**config.mk**
```make
export PLATFORM = sky130hd
export DESIGN_NAME = conv2d_pool_wb
export DESIGN_NICKNAME = d
export VERILOG_FILES = /design/src/rtl/conv_pkg.sv /design/src/rtl/pool_linebuf.sv /design/src/rtl/conv2d_pool_wb.sv
export SDC_FILE = /design/constraint.sdc
export NUM_CORES = 1
export LEC_CHECK = 0
export ABC_CLOCK_PERIOD_IN_PS = 4200
export BUFFER_PORTS_ARGS = -buffer_cell sky130_fd_sc_hd__buf_2
export CAP_MARGIN = 10
export CELL_PAD_IN_SITES_DETAIL_PLACEMENT = 0
export CELL_PAD_IN_SITES_GLOBAL_PLACEMENT = 1
export CORE_MARGIN = 5
export CORE_UTILIZATION = 52
export DETAILED_ROUTE_END_ITERATION = 8
export GPL_TIMING_DRIVEN = 0
export PLACE_DENSITY_LB_ADDON = 0.1
export SYNTH_ARGS = -nofsm -noshare
export SYNTH_HDL_FRONTEND = slang
export SYNTH_HIERARCHICAL = 1
export SYNTH_SLANG_ARGS = --single-unit
```
**constraint.sdc**
```tcl
create_clock -name clk_i -period 4.2 [get_ports clk_i]
set_input_delay 0 -clock clk_i [delete_from_list [all_inputs] [get_ports clk_i]]
set_output_delay 0 -clock clk_i [all_outputs]
set_load 0.1 [all_outputs]
```
**src/rtl/conv_pkg.sv**
```systemverilog
// Shared types and constants for the convolution engine and its write-back stage.
package conv_pkg;

  localparam int H      = 32;
  localparam int W      = 16;
  localparam int ADDR_W = 16;

  typedef logic signed [W-1:0] data_t;

  typedef enum logic {IDLE, RUN} state_t;

  // Pooled (compacted) address of the 2x2 window holding input pixel (o, i)
  function automatic logic [ADDR_W-1:0] pool_addr(input logic [ADDR_W-1:0] o,
                                                  input logic [ADDR_W-1:0] i,
                                                  input int unsigned       h);
    logic [ADDR_W-1:0] half;
    half = ADDR_W'(h >> 1);
    return ((o >> 1) * half) + (i >> 1);
  endfunction

endpackage

```
**src/rtl/pool_linebuf.sv**
```systemverilog
// Half-width line of partial column-pair maxima from the even row of each window pair.
module pool_linebuf #(
  parameter int DEPTH = 16,
  parameter int W     = 16,
  parameter int AW    = 4
) (
  input  logic                clk_i,
  input  logic                we_i,
  input  logic [AW-1:0]       waddr_i,
  input  logic signed [W-1:0] wdata_i,
  input  logic [AW-1:0]       raddr_i,
  output logic signed [W-1:0] rdata_o
);

  logic signed [W-1:0] mem_q [DEPTH];

  // Synchronous write; contents are never reset because every entry is written before use
  always_ff @(posedge clk_i) begin
    if (we_i) mem_q[waddr_i] <= wdata_i;
  end

  assign rdata_o = mem_q[raddr_i];

endmodule

```
**src/rtl/conv2d_pool_wb.sv**
```systemverilog
// ReLU plus 2x2 stride-2 max-pool on the convolution engine output stream, written back
// with compacted addresses. Pooling is done on the fly using one half-width line buffer.
module conv2d_pool_wb #(
  parameter int H       = conv_pkg::H,
  parameter int W       = conv_pkg::W,
  parameter bit RELU_EN = 1'b1
) (
  input  logic                          clk_i,
  input  logic                          rstn_i,
  input  logic                          start_i,
  input  logic                          in_valid_i,
  input  logic signed [W-1:0]           in_data_i,
  input  logic [conv_pkg::ADDR_W-1:0]   in_addr_i,
  output logic                          out_valid_o,
  output logic signed [W-1:0]           out_data_o,
  output logic [conv_pkg::ADDR_W-1:0]   out_addr_o,
  output logic                          busy_o,
  output logic                          done_o,
  output logic                          err_o
);
  import conv_pkg::*;

  localparam int LG    = $clog2(H);
  localparam int IDX_W = (LG > 1) ? LG - 1 : 1;
  localparam logic [ADDR_W-1:0] LAST = ADDR_W'(H * H - 1);

  function automatic logic signed [W-1:0] relu(input logic signed [W-1:0] x);
    return (RELU_EN && x[W-1]) ? '0 : x;
  endfunction

  function automatic logic signed [W-1:0] smax(input logic signed [W-1:0] a,
                                               input logic signed [W-1:0] b);
    return (a > b) ? a : b;
  endfunction

  state_t              state_q, state_d;
  logic [ADDR_W-1:0]   exp_q, exp_d;
  logic                err_q, err_d;
  logic signed [W-1:0] pair_q, pair_d;
  logic                out_valid_q, out_valid_d;
  logic signed [W-1:0] out_data_q, out_data_d;
  logic [ADDR_W-1:0]   out_addr_q, out_addr_d;
  logic                done_q, done_d;

  logic                accept;
  logic                lb_we;
  logic [ADDR_W-1:0]   i_idx, o_idx;
  logic [IDX_W-1:0]    lb_idx;
  logic signed [W-1:0] v, m, lb_rdata;

  // Decode the expected position and form the rectified sample and column-pair max
  always_comb begin
    i_idx  = exp_q & ADDR_W'(H - 1);
    o_idx  = exp_q >> LG;
    lb_idx = IDX_W'(i_idx >> 1);
    accept = (state_q == RUN) && in_valid_i && (in_addr_i == exp_q);
    v      = relu(in_data_i);
    m      = smax(pair_q, v);
    lb_we  = accept && i_idx[0] && !o_idx[0];
  end

  pool_linebuf #(
    .DEPTH (H / 2),
    .W     (W),
    .AW    (IDX_W)
  ) u_linebuf (
    .clk_i   (clk_i),
    .we_i    (lb_we),
    .waddr_i (lb_idx),
    .wdata_i (m),
    .raddr_i (lb_idx),
    .rdata_o (lb_rdata)
  );

  // Frame sequencing, address check, pooling decisions and output staging
  always_comb begin
    state_d     = state_q;
    exp_d       = exp_q;
    err_d       = err_q;
    pair_d      = pair_q;
    out_valid_d = 1'b0;
    out_data_d  = out_data_q;
    out_addr_d  = out_addr_q;
    done_d      = 1'b0;
    case (state_q)
      IDLE: begin
        if (start_i) begin
          state_d = RUN;
          exp_d   = '0;
          err_d   = 1'b0;
        end
      end
      RUN: begin
        if (in_valid_i && !accept) err_d = 1'b1;
        if (accept) begin
          exp_d = exp_q + 1'b1;
          if (!i_idx[0]) begin
            pair_d = v;
          end else if (o_idx[0]) begin
            out_valid_d = 1'b1;
            out_data_d  = smax(lb_rdata, m);
            out_addr_d  = pool_addr(o_idx, i_idx, 32'(H));
          end
          if (exp_q == LAST) begin
            state_d = IDLE;
            done_d  = 1'b1;
          end
        end
      end
      default: state_d = IDLE;
    endcase
  end

  // Control and output registers; reset aborts any frame in progress
  always_ff @(posedge clk_i) begin
    if (!rstn_i) begin
      state_q     <= IDLE;
      exp_q       <= '0;
      err_q       <= 1'b0;
      out_valid_q <= 1'b0;
      out_data_q  <= '0;
      out_addr_q  <= '0;
      done_q      <= 1'b0;
    end else begin
      state_q     <= state_d;
      exp_q       <= exp_d;
      err_q       <= err_d;
      out_valid_q <= out_valid_d;
      out_data_q  <= out_data_d;
      out_addr_q  <= out_addr_d;
      done_q      <= done_d;
    end
  end

  // Left-column holding register; always written before it is read
  always_ff @(posedge clk_i) begin
    pair_q <= pair_d;
  end

  assign out_valid_o = out_valid_q;
  assign out_data_o  = out_data_q;
  assign out_addr_o  = out_addr_q;
  assign busy_o      = (state_q == RUN);
  assign done_o      = done_q;
  assign err_o       = err_q;

endmodule

```
## Word level (Yosys, flattened, before mapping)

Memory sizes are Yosys's and may differ from the RTL's. A register that Yosys moved wholly into a read port is not among the register bits.
Cells that the tools add are included.

- Order comparisons: 2
- Add/subtract/negate cells: 2
- Equality and inequality tests: 5
- Bitwise gates (word level): 2
- Reduce and logical (&&, ||, !) cells: 13
- Mux-type cells: 19

Operators with widths:

| cell | count |
|---|---|
| 16-bit 2-to-1 mux | 4 |
| 16-bit greater-than comparator | 2 |
| 16-bit case mux with 2 select lines | 1 |
| 16-bit by 1-bit adder with 16-bit output (second input constant) | 1 |
| 16-bit by 10-bit == test with 1-bit output (second input constant) | 1 |
| 16-bit == test | 1 |
| 14-bit by 4-bit adder with 15-bit output | 1 |
| 15-bit 2-to-1 mux | 1 |
| 1-bit 2-to-1 mux | 9 |
| 4-bit 2-to-1 mux | 2 |
| 4-bit AND reduction | 2 |
| 3-bit AND reduction | 2 |
| 1-bit logical AND | 5 |
| 2-bit by 1-bit inequality test with 1-bit output (second input constant) | 2 |
| 1-bit case mux with 2 select lines | 2 |
| 2-bit AND reduction | 2 |
| 1-bit logical NOT | 2 |
| 2-bit inequality test (second input constant) | 1 |
| 1-bit inverter | 2 |

- Register bits: 68
- Memories kept: 1
- Logic and storage cells: 52
- Input bits: 36
- Memory bits (writable): 256
- Output and inout bits: 36

Memory list:

| name | depth | bits a word | read ports | clocked after Yosys merged registers in | write ports | RTL line | text |
|---|---|---|---|---|---|---|---|
| u_linebuf.mem_q | 16 | 16 | 1 | 1 | 1 | pool_linebuf.sv:15 | `logic signed [W-1:0] mem_q [DEPTH];` |

## Depth between registers and ports, before layout

Gate-level depths: netlist of the first run.

- Depth in word-level cells: 6
- Gate-level depth with buffers: 19
- Depth with buffers taken out: 16

## Modules after synthesis

The synthesis of the first run kept the hierarchy.

Modules (own cells, without submodules):

| module | cells an instance | instances | area an instance (um2) | seq. area each (um2) |
|---|---|---|---|---|
| pool_linebuf | 416 | 1 | 9721.8 | 7687.4 |
| conv2d_pool_wb | 423 | 1 | 3776.1 | 1451.4 |

## Worst setup path after synthesis of the first run

Ideal clock, no wire load.

- Path kind: register -> register
- Start point: reg state_q, in the netlist busy_o
- End point: mem u_linebuf.mem_q[0][0], enable pin
- Arrival time: 3.457 ns
- Setup slack: 0.334 ns
- Clock period less this slack: 3.866 ns
- Cell stages (with the launch flop): 5
- Library setup time: 0.409 ns
- Path buffers: 0
- Required time: 3.791 ns
- Path through: dfxtp_1 -> nand2_1 -> nor4b_1 -> or3b_2 -> nor3_1

- Longest elaborated chain between the ends: 6

Ends and longest elaborated chain:

| item | RTL line | text |
|---|---|---|
| start, declared | conv2d_pool_wb.sv:36 | `state_t state_q, state_d;` |
| start signal, assigned | conv2d_pool_wb.sv:125 | `state_q <= state_d;` |
| 1-bit logical AND (2 in series) | conv2d_pool_wb.sv:56 | `accept = (state_q == RUN) && in_valid_i && (in_addr_i == exp_q);` |
| 1-bit logical AND (2 in series) | conv2d_pool_wb.sv:59 | `lb_we = accept && i_idx[0] && !o_idx[0];` |
| named net lb_we | conv2d_pool_wb.sv:46 | `logic lb_we;` |
| 1-bit 2-to-1 mux | pool_linebuf.sv:19 | `if (we_i) mem_q[waddr_i] <= wdata_i;` |
| 1-bit 2-to-1 mux (implied by the code) | pool_linebuf.sv:19 |  |
| end, declared | pool_linebuf.sv:15 |  |

The timed path passes the listed nets, and every way through them passes these cells.

## Final worst setup path of the first run

- Start point: reg pair_q[1]
- End point: reg out_data_q[6], in the netlist out_data_o[6]

- Longest elaborated chain between the ends: 4

Ends and longest elaborated chain:

| item | RTL line | text |
|---|---|---|
| start, declared | conv2d_pool_wb.sv:39 | `logic signed [W-1:0] pair_q, pair_d;` |
| start signal, assigned | conv2d_pool_wb.sv:137 | `pair_q <= pair_d;` |
| 16-bit greater-than comparator | conv2d_pool_wb.sv:33 | `return (a > b) ? a : b;` |
| 16-bit 2-to-1 mux (*) | conv2d_pool_wb.sv:33 |  |
| 16-bit greater-than comparator | conv2d_pool_wb.sv:33 |  |
| 16-bit 2-to-1 mux (*) | conv2d_pool_wb.sv:33 |  |
| end signal, assigned | conv2d_pool_wb.sv:129 | `out_data_q <= out_data_d;` |
| end, declared | conv2d_pool_wb.sv:41 | `logic signed [W-1:0] out_data_q, out_data_d;` |

Mark *: on every way between the ends. The rest lies on a longest branch, timed or not.
A chain may end at the register's enable or synchronous reset.

==> impl_metrics.tcl, run 1 <==
set metrics [dict create \
    cts_buffers 35 \
    grt_start_max_net_pins 18 \
    fin_worst_skew_ns 0.0202 \
    vias_per_cell 5.81 \
    critPathRequiredTime_ns 4.57 \
    ys.flop_type "edfxtp_1" \
    fmax_mhz 247 \
    ir_drop_v 0.000383 \
    finalNetCount 1074 \
    cp.depth 16 \
    ys_seq_area_share_pct 67.7 \
    initialDrtViolationCount 559 \
    insertion_delay_ns 0.52 \
    chipWidth_microns 171 \
    pin_count 72 \
    path_cells "ha_1 > nor2b_1 > o211ai_1 > a21oi_1 > o31ai_2 > a21oi_2 > buf_12 > mux2i_4 > ha_1 > and4b_1 > nand4_1 > a211o_1 > a311oi_4 > nand3b_4 > buf_6 > o221ai_2" \
    design_area_sq_um 16300 \
    place_inst 1276 \
    cts_sinks 321 \
    syn_inst 839 \
    avgSynthCellArea_sq_um 16.1 \
    die_area_sq_um 29300 \
    start_util_pct 52.2 \
    layout_commonest_cell "edfxtp_1" \
    finalHoldViolCount 0 \
    power.density_nw_per_um2 416 \
    whs_path_depth 3 \
    r2r.worst_path.cells 16 \
    slew_violations 0 \
    path_clk_slew_ns 0.06 \
    crit_path_max_fanout 10 \
    placementRows 59 \
    placed_area_sq_um 14600 \
    total_power_uw 6790 \
    diodes 0 \
    h-tree-depth 2 \
    max_slew_margin_pct 44.0 \
    layoutNonFillerInstCount 1369 \
    syn-cell-area_sq_um 13500 \
    clockBufferDepth 3 \
    path_common_cell "ha_1" \
    synth_cell_types 49 \
    synth-seq-cells 321 \
    setup_viol 0 \
    vias 7949 \
    path_buf_inv 2 \
    drive_above_1_share_pct 26.9 \
    cp_slowest_stage_delay_ns 0.43 \
    end_kind "flip-flop" \
    worst_pin_slew_ns 0.836 \
    drt_pass1_iterations 5 \
    grt_pass1_vias 8068 \
    cp_top_family "compound AO/OA/AOI/OAI gates" \
    coreArea_sq_um 25800 \
    grt.total_usage_pct 21.5 \
    port_buffers 68 \
    mostFrequentLayoutCells "edfxtp_1, buf_2, nand2_1" \
    grt-ovfl-total 0 \
    whs_ns 0.160 \
    grt_pass1_wl_microns 47400 \
    synthXorXnorAreaFrac_pct 1.49 \
    antenna_found_initial 0 \
    antenna_left 0 \
    synth-edff-count 271 \
    hpwl_microns 21800 \
    cts_tree "yes" \
    period_needed_ns 4.05 \
    synth_top_area_share_pct 60.3 \
    routed_wl_microns 31400 \
    yosys-top-cells-area "edfxtp_1, mux4_2, dfxtp_1" \
    die_h_microns 171 \
    cp.arrival_ns 4.42 \
    startpoint_type "flip-flop" \
    root_buffer "clkbuf_16" \
    synth_compound_area_share_pct 5.71 \
    outcome "finished, final reports clean" \
    async_reset_ff_share_pct 0 \
    synth_top_family_by_area "multiplexers" \
    leakage_uw 0.00572 \
    globalplace.congestion 0.842 \
    hold_class "in2reg" \
    yosys_warnings 6 \
    synthAdderAreaFrac_pct 2.87 \
    yosysTopAreaCell "edfxtp_1" \
    setup_tns_ns 0 \
    syn_to_final_growth_pct 20.9 \
    maxCapViolations 0 \
    drcViolationCount 0 \
    synth.area.mux_share_pct 12.1 \
    final.period_utilization_pct 96.5 \
    wl_per_cell_microns 22.9 \
    worstSetupPathType "reg2reg" \
    critPathSlowestCell "edfxtp_1" \
    synthSimpleGateAreaFrac_pct 7.44 \
]
==> report_power, final <==
part           internal [uW]  switching, uW
clock network           1930           1190
logic                   74.6            138
registers               3450           1.60
total                   5450           1330
==> layout make-up <==
type	count	area (sq um)
Fill cell	1880	9510
Sequential cell	321	9150
Multi-Input combinational cell	457	4300
Clock buffer	47	962
Timing Repair Buffer	114	873
Tap cell	335	419
Buffer	44	268
Clock inverter	17	226
Inverter	34	130
==> worst reg2reg max path, delay by kind of cell (launching register included) <==
family / cells / cell delay, ns
DFF: 1 / 0.43
adders and majority gates: 2 / 0.65
muxes: 1 / 0.21
buffers and inverters: 2 / 0.37
AOI/OAI and AO/OA: 7 / 1.44
and+or+nand+nor: 4 / 0.80
==> kinds of logic after synthesis <==
group           count (synthesis)
compound gates                105
xor+xnor                       23
mux                            79
other cells                     1
simple gates                  201
flops                         321
buf+inv                        78
fa+ha+maj                      31
==> path summary, 6_finish.rpt <==
path | endpoint | startpoint | slack [ns]
setup / recovery | out_data_o[6]$_SDFFE_PN0P_ | pair_q[1]$_DFFE_PP_ | 0.15
hold / removal | pair_q[13]$_DFFE_PP_ | in_valid_i | 0.16
setup reg to reg | out_data_o[6]$_SDFFE_PN0P_ | pair_q[1]$_DFFE_PP_ | 0.15
hold reg to reg | out_addr_o[4]$_SDFFE_PN0P_ | out_addr_o[4]$_SDFFE_PN0P_ | 0.45
==> metrics by stage <==
stage,setup WS [ns],utilization (%)
2_1_floorplan,0.334,-
3_3_place_gp,-1.64,55.4
3_5_place_dp,-0.689,56.6
4_1_cts,0.0243,62.4
5_1_grt,-0.00623,63.2
6_report,0.148,63.2
==> metal layers <==
layer	GRT usage, %	wire length, microns	up-vias
met5	0	0	-
met4	4.41	427	0
met3	3.54	1990	31
met2	36.5	15600	260
met1	29.8	13300	4041
li1	-	-	3617
==> repair_timing <==
| action | in CTS | in global routing |
|---|---|---|
| cloned | 0 | 0 |
| gates resized for setup | 18 | 36 |
| endpoints found under the hold margin | 19 | 0 |
| setup endpoints to repair | 39 | 15 |
| hold buffers | 23 | 0 |
| pin swaps | 1 | 1 |
| buffers inserted | 2 | 4 |
==> registers in the layout (all words and copies together), names as in the netlist <==
signal	count
out_data_o	16
out_addr_o	14
done_o	1
pair_q	15
out_valid_o	1
u_linebuf/mem_q	256
err_o	1
exp_q	16
busy_o	1
==> synthesized netlist by cell type, types with 3 or more instances <==
cell type,instances
clkbuf_1,20
o221ai_2,10
buf_2,10
buf_4,5
nor4_1,7
mux4_2,54
inv_1,34
buf_6,5
nand2_1,75
o221ai_1,5
a21o_1,3
mux4_1,10
a22oi_1,32
or3_1,7
nand4_1,25
ha_1,31
nor2b_1,5
xor2_1,20
xnor2_1,3
nand3_1,10
nand2b_1,18
and2_1,5
a21oi_1,35
nor3_1,8
buf_1,4
mux2i_1,15
edfxtp_1,271
nor2_1,30
o21ai_0,10
dfxtp_1,50
Note: power is estimated with default switching activity, not from simulation.
==> run 2, diff against run 1 <==
RECOVER_POWER = 100   (was unset)
==> run 2 against run 1 <==
Against the previous run:
- register-to-register slack is essentially flat
- core utilization decreased by 0.16 points
- die area is the same
- first-iteration DRC count grew 1.8%
- critical path depth is the same
- hold slack got worse by 0.0011 ns
- via count rose by 0.67%
- combinational power about the same
- non-clock buffer count unchanged
- flip-flop and latch count unchanged
- highest routed layer unchanged
==> impl_metrics.tcl, run 2 (synthesis gave the netlist of run 1 again) <==
set metrics [dict create \
    outcome "finished, final reports clean" \
    multiInputGateArea_sq_um 4300 \
    cp_slowest_stage_delay_ns 0.43 \
    critPathRequiredTime_ns 4.57 \
    wl_met3_microns 2210 \
    startpoint_type "flip-flop" \
    path_cells "ha_1 > nor2b_1 > o211ai_1 > a21oi_1 > o31ai_2 > a21oi_2 > buf_12 > mux2i_4 > ha_1 > and4b_1 > nand4_1 > a211o_1 > a311oi_4 > nand3b_4 > buf_6 > o221ai_2" \
    globalplace.congestion 0.842 \
    design_area_sq_um 16300 \
    pin_count 72 \
    final.period_utilization_pct 96.5 \
    cts_buffers 35 \
    hpwl_microns 21800 \
    wl_per_cell_microns 23.0 \
    antenna_found_initial 0 \
    grt_pass1_vias 8068 \
    power.density_nw_per_um2 417 \
    chipWidth_microns 171 \
    grt_start_max_net_pins 18 \
    start_util_pct 52.2 \
    top_layer "met4" \
    grt.total_usage_pct 21.5 \
    whs_ns 0.158 \
    die_area_sq_um 29300 \
    grt-ovfl-total 0 \
    crit_path_max_fanout 10 \
    initialDrtViolationCount 569 \
    syn_to_final_growth_pct 20.6 \
    grt_pass1_wl_microns 47400 \
    cp.arrival_ns 4.42 \
    hold_class "in2reg" \
    fmax_mhz 247 \
    regMostFlops "u_linebuf/mem_q" \
    routed_wl_microns 31500 \
    vias_per_cell 5.85 \
    port_buffers 68 \
    h-tree-depth 2 \
    drcViolationCount 0 \
    layout_commonest_cell "edfxtp_1" \
    placementRows 59 \
    cts_tree "yes" \
    clockBufferDepth 3 \
    end_kind "flip-flop" \
    worst_pin_slew_ns 1.20 \
    insertion_delay_ns 0.52 \
    fillers 1904 \
    mostFrequentLayoutCells "edfxtp_1, nand2_1, clkbuf_1" \
    route.met2.wl_microns 15600 \
    maxCapViolations 0 \
    finalNetCount 1074 \
    finalHoldViolCount 0 \
    period_needed_ns 4.05 \
    placed_area_sq_um 14600 \
    max_slew_margin_pct 20.3 \
    antenna_left 0 \
    die_h_microns 171 \
    drive_above_1_share_pct 23.6 \
    path_common_cell "ha_1" \
    layoutNonFillerInstCount 1369 \
    setup_viol 0 \
    worstSetupPathType "reg2reg" \
    fin_worst_skew_ns 0.0192 \
    place_inst 1276 \
    largest_reg_flops 256 \
    cts_sinks 321 \
    vias 8002 \
    critPathSlowestCell "edfxtp_1" \
    diodes 0 \
    ir_drop_v 0.000383 \
    leakage_uw 0.00557 \
    slew_violations 0 \
    path_clk_slew_ns 0.06 \
    regArea_sq_um 9150 \
    drt_pass1_iterations 6 \
    drt-met1-wl_microns 13200 \
    coreArea_sq_um 25800 \
    root_buffer "clkbuf_16" \
]
[run 2: final timing paths]
kind              cells past startpoint  slack, ns                        from                         end
setup reg to reg                     16       0.15         pair_q[1]$_DFFE_PP_  out_data_o[6]$_SDFFE_PN0P_
hold reg to reg                       2       0.46  out_addr_o[4]$_SDFFE_PN0P_  out_addr_o[4]$_SDFFE_PN0P_
setup / recovery                     16       0.15         pair_q[1]$_DFFE_PP_  out_data_o[6]$_SDFFE_PN0P_
hold / removal                        3       0.16                  in_valid_i        pair_q[13]$_DFFE_PP_
[run 2: repair_timing]
item	in CTS	in global routing
hold buffers	23	0
endpoints found under the setup margin	39	15
gates resized for setup	18	36
pin swaps	1	1
endpoints found under the hold margin	19	0
setup buffers	2	4
[run 2: critical path: cells and delay by family (launching register included)]
kind / cells / cell delay [ns]
buffers and inverters: 2 / 0.37
adders and majority gates: 2 / 0.65
AOI/OAI and AO/OA: 7 / 1.44
DFF: 1 / 0.43
muxes: 1 / 0.21
and+or+nand+nor: 4 / 0.80
[run 2: cell type report]
class                           instances  share of cell area (%)
Tap cell                              335                    2.57
Buffer                                 44                    1.64
Clock buffer                           47                    5.91
Sequential cell                       321                    56.2
Clock inverter                         17                    1.39
Inverter                               34                   0.799
Timing Repair Buffer                  114                    5.10
Multi-Input combinational cell        457                    26.4
[run 2: power by group]
group / total (uW) / leakage (uW) / internal (uW) / switching, uW
logic: 212 / 0.00214 / 74.2 / 138
clock network: 3130 / 0.000577 / 1930 / 1200
registers: 3450 / 0.00285 / 3450 / 1.60
[run 2: through the flow]
| step | setup slack (ns) | util [%] | TNS [ns] | total power (uW) |
|---|---|---|---|---|
| 6_report | 0.146 | 63.0 | 0 | 6790 |
| 5_1_grt | -0.00623 | 63.0 | -0.00623 | 7010 |
| 4_1_cts | 0.0243 | 62.4 | 0 | 6830 |
| 3_5_place_dp | -0.689 | 56.6 | -12.26 | 3690 |
| 3_3_place_gp | -1.64 | 55.4 | -133.13 | 3680 |
| 2_1_floorplan | 0.334 | - | 0 | 3630 |
[run 2: per-layer routing]
metal | track usage (%) | up-vias
li1 | - | 3616
met5 | 0 | -
met3 | 3.54 | 37
met2 | 36.5 | 300
met4 | 4.41 | 0
met1 | 29.8 | 4049
==> run 3, diff against run 2 <==
SYNTH_HIERARCHICAL = unset   (was 1)
==> run 3 against run 2 <==
Against the previous run:
- register-to-register slack improved by 0.02 ns
- critical path depth rose by 3
- sequential power fell by 4%
- hold slack got worse by 0.12 ns
- setup slack improved by 0.021 ns
- maximum frequency rose by 0.53%
- combinational power rose by 13%
- sequential share of layout area fell by 0.94 points
- clock power fell by 14%
- flip-flop and latch count fell by 13
- clock skew fell by 0.0061 ns
- highest routed layer unchanged
==> impl_metrics.tcl, run 3 <==
set metrics [dict create \
    mostFrequentLayoutCells "edfxtp_1, mux4_2, clkbuf_1" \
    drt_pass1_iterations 5 \
    synth-seq-cells 308 \
    worst_pin_slew_ns 1.20 \
    clockBufferDepth 3 \
    cp.arrival_ns 4.49 \
    end_kind "flip-flop" \
    drcViolationCount 0 \
    grt.total_usage_pct 21.8 \
    h-tree-depth 1 \
    ir_drop_v 0.000311 \
    cts_buffers 31 \
    worstSetupPathType "reg2reg" \
    synth_common_cells "edfxtp_1, mux4_2, dfxtp_1" \
    start_util_pct 52.3 \
    vias 7670 \
    max_slew_margin_pct 20.0 \
    whs_ns 0.0427 \
    coreArea_sq_um 25000 \
    fin_util_pct 63.2 \
    synth-edff-count 255 \
    total_power_uw 6240 \
    power.density_nw_per_um2 395 \
    avgSynthCellArea_sq_um 16.2 \
    insertion_delay_ns 0.54 \
    yosys-top-cells-area "edfxtp_1, mux4_2, dfxtp_1" \
    worstReg2RegStart "pair_q[11]$_DFFE_PP_" \
    grt-ovfl-total 0 \
    regMostFlops "u_linebuf.mem_q" \
    fin_worst_skew_ns 0.0131 \
    startpoint_type "flip-flop" \
    path_clk_slew_ns 0.07 \
    port_buffers 67 \
    hold_class "in2reg" \
    grt_start_max_net_pins 19 \
    drive_above_1_share_pct 26.7 \
    antenna_found_initial 0 \
    setup_slack_ns 0.167 \
    grt_pass1_vias 7953 \
    reg_top3 "u_linebuf.mem_q x240, exp_q x16" \
    synth_top_area_share_pct 58.6 \
    crit_path_max_fanout 6 \
    syn_to_final_growth_pct 20.8 \
    endpoint "out_data_o[3]$_SDFFE_PN0P_" \
    outcome "finished, final reports clean" \
    ys_seq_area_share_pct 66.7 \
    r2r.worst_path.cells 19 \
    routed_wl_microns 31100 \
    initialDrtViolationCount 657 \
    slew_violations 0 \
    setup_viol 0 \
    hpwl_microns 21100 \
    synth_most_common_cell "edfxtp_1" \
    final.period_utilization_pct 96.0 \
    vias_per_cell 5.82 \
    leakage_uw 0.00523 \
    grt_pass1_wl_microns 47200 \
    setup_tns_ns 0 \
    layout_commonest_cell "edfxtp_1" \
    yosys_warnings 0 \
    wl_per_cell_microns 23.6 \
    maxCapViolations 0 \
    root_buffer "clkbuf_16" \
    r2r-end "out_data_o[3]$_SDFFE_PN0P_" \
    antenna_left 0 \
    finalHoldViolCount 0 \
    critPathLaunch "pair_q[11]$_DFFE_PP_" \
    syn-cell-area_sq_um 13100 \
    placementRows 58 \
    chipWidth_microns 168 \
    diodes 0 \
    yosysTopAreaCell "edfxtp_1" \
    synth_cell_types 55 \
    cts_sinks 308 \
    largest_reg_flops 240 \
    die_area_sq_um 28400 \
    min_from "in_data_i[15]" \
    fillers 1857 \
    pin_count 72 \
    critPathRequiredTime_ns 4.66 \
    period_needed_ns 4.03 \
    finalNetCount 1030 \
    ys.flop_type "edfxtp_1" \
    syn_inst 808 \
    fmax_mhz 248 \
    async_reset_ff_share_pct 0 \
    globalplace.congestion 0.793 \
    cts_tree "yes" \
    post-place-ws_ns -1.37 \
    rrSetupSlack_ns 0.17 \
    die_h_microns 168 \
]
[run 3: changes by cell type in the layout (fill, tap and decap cells not counted), sizes merged, moves of 11 or more]
cell / delta
o221ai: -14
nor2b: +14
o21ai: +13
nand3: +13
mux4: +11
conb: -15
edfxtp: -16
nand2b: -11
a21oi: -21
a21boi: +15
nand2: -24
a22oi: -32
[run 3: critical path: stages (launching register included)]
cell	delay, ns
edfxtp_1	0.44
ha_1	0.38
nand4_1	0.24
nor2_1	0.09
and2_1	0.17
o31a_4	0.40
buf_8	0.15
buf_4	0.15
o21ai_4	0.17
inv_1	0.06
ha_1	0.29
nand4_1	0.09
or3_4	0.38
nor2_4	0.14
nand2_1	0.08
o21ai_2	0.10
a21o_1	0.17
buf_4	0.13
a211oi_1	0.08
a311oi_2	0.24
[run 3: repair_timing]
| item | in CTS | in global routing |
|---|---|---|
| setup buffers | 7 | 6 |
| hold endpoints to repair | 22 | 0 |
| setup endpoints to repair | 15 | 15 |
| gates resized for setup | 47 | 20 |
| gates cloned | 0 | 2 |
| hold buffers | 22 | 0 |
| pin swaps | 6 | 3 |
[run 3: layer usage]
layer	global-route usage (%)	vias to the layer above	share of wire [%]
li1	-	3459	-
met1	31.5	3957	43
met2	36.0	215	49
met3	2.94	39	5.6
met4	4.66	0	1.6
met5	0	-	0
[run 3: stage by stage]
| stage | std cells | instance area (sq um) |
|---|---|---|
| after floorplan | 810 | 13100 |
| after global placement | 1207 | 13800 |
| after detailed placement | 1226 | 14200 |
| after CTS | 1311 | 15700 |
| after global routing | 1317 | 15800 |
| final | 1317 | 15800 |
[run 3: where the power goes]
group	switching [uW]	internal (uW)	total, uW
Combinational	150	90.2	240
Clock	1110	1590	2690
Sequential	1.51	3300	3310
[run 3: worst min path at each step]
| stage | endpoint | slack [ns] | cells past startpoint |
|---|---|---|---|
| finish | pair_q[3]$_DFFE_PP_ | 0.04 | 3 |
| floorplan | busy_o$_SDFF_PN0_ | 0.17 | 2 |
| detailed placement | busy_o$_SDFF_PN0_ | 0.30 | 3 |
| CTS | pair_q[3]$_DFFE_PP_ | 0.0005 | 3 |
| global route | pair_q[3]$_DFFE_PP_ | 0.08 | 3 |
| global placement | busy_o$_SDFF_PN0_ | 0.30 | 3 |
[run 3: cell families after synthesis]
logic type,after synthesis,synth area share [%]
buf+inv,80,2.64
flops,308,66.7
xor+xnor,27,1.81
compound gates,89,4.86
other cells,1,0.0287
fa+ha+maj,30,2.87
simple gates,191,7.56
mux,82,13.5
[run 3: layout make-up]
type	count	area (sq um)	share of cell area, %
Sequential cell	308	8720	55.2
Multi-Input combinational cell	422	4240	26.9
Timing Repair Buffer	123	995	6.30
Clock buffer	35	791	5.01
Tap cell	330	413	2.62
Buffer	43	290	1.84
Clock inverter	21	204	1.29
Inverter	35	131	0.832
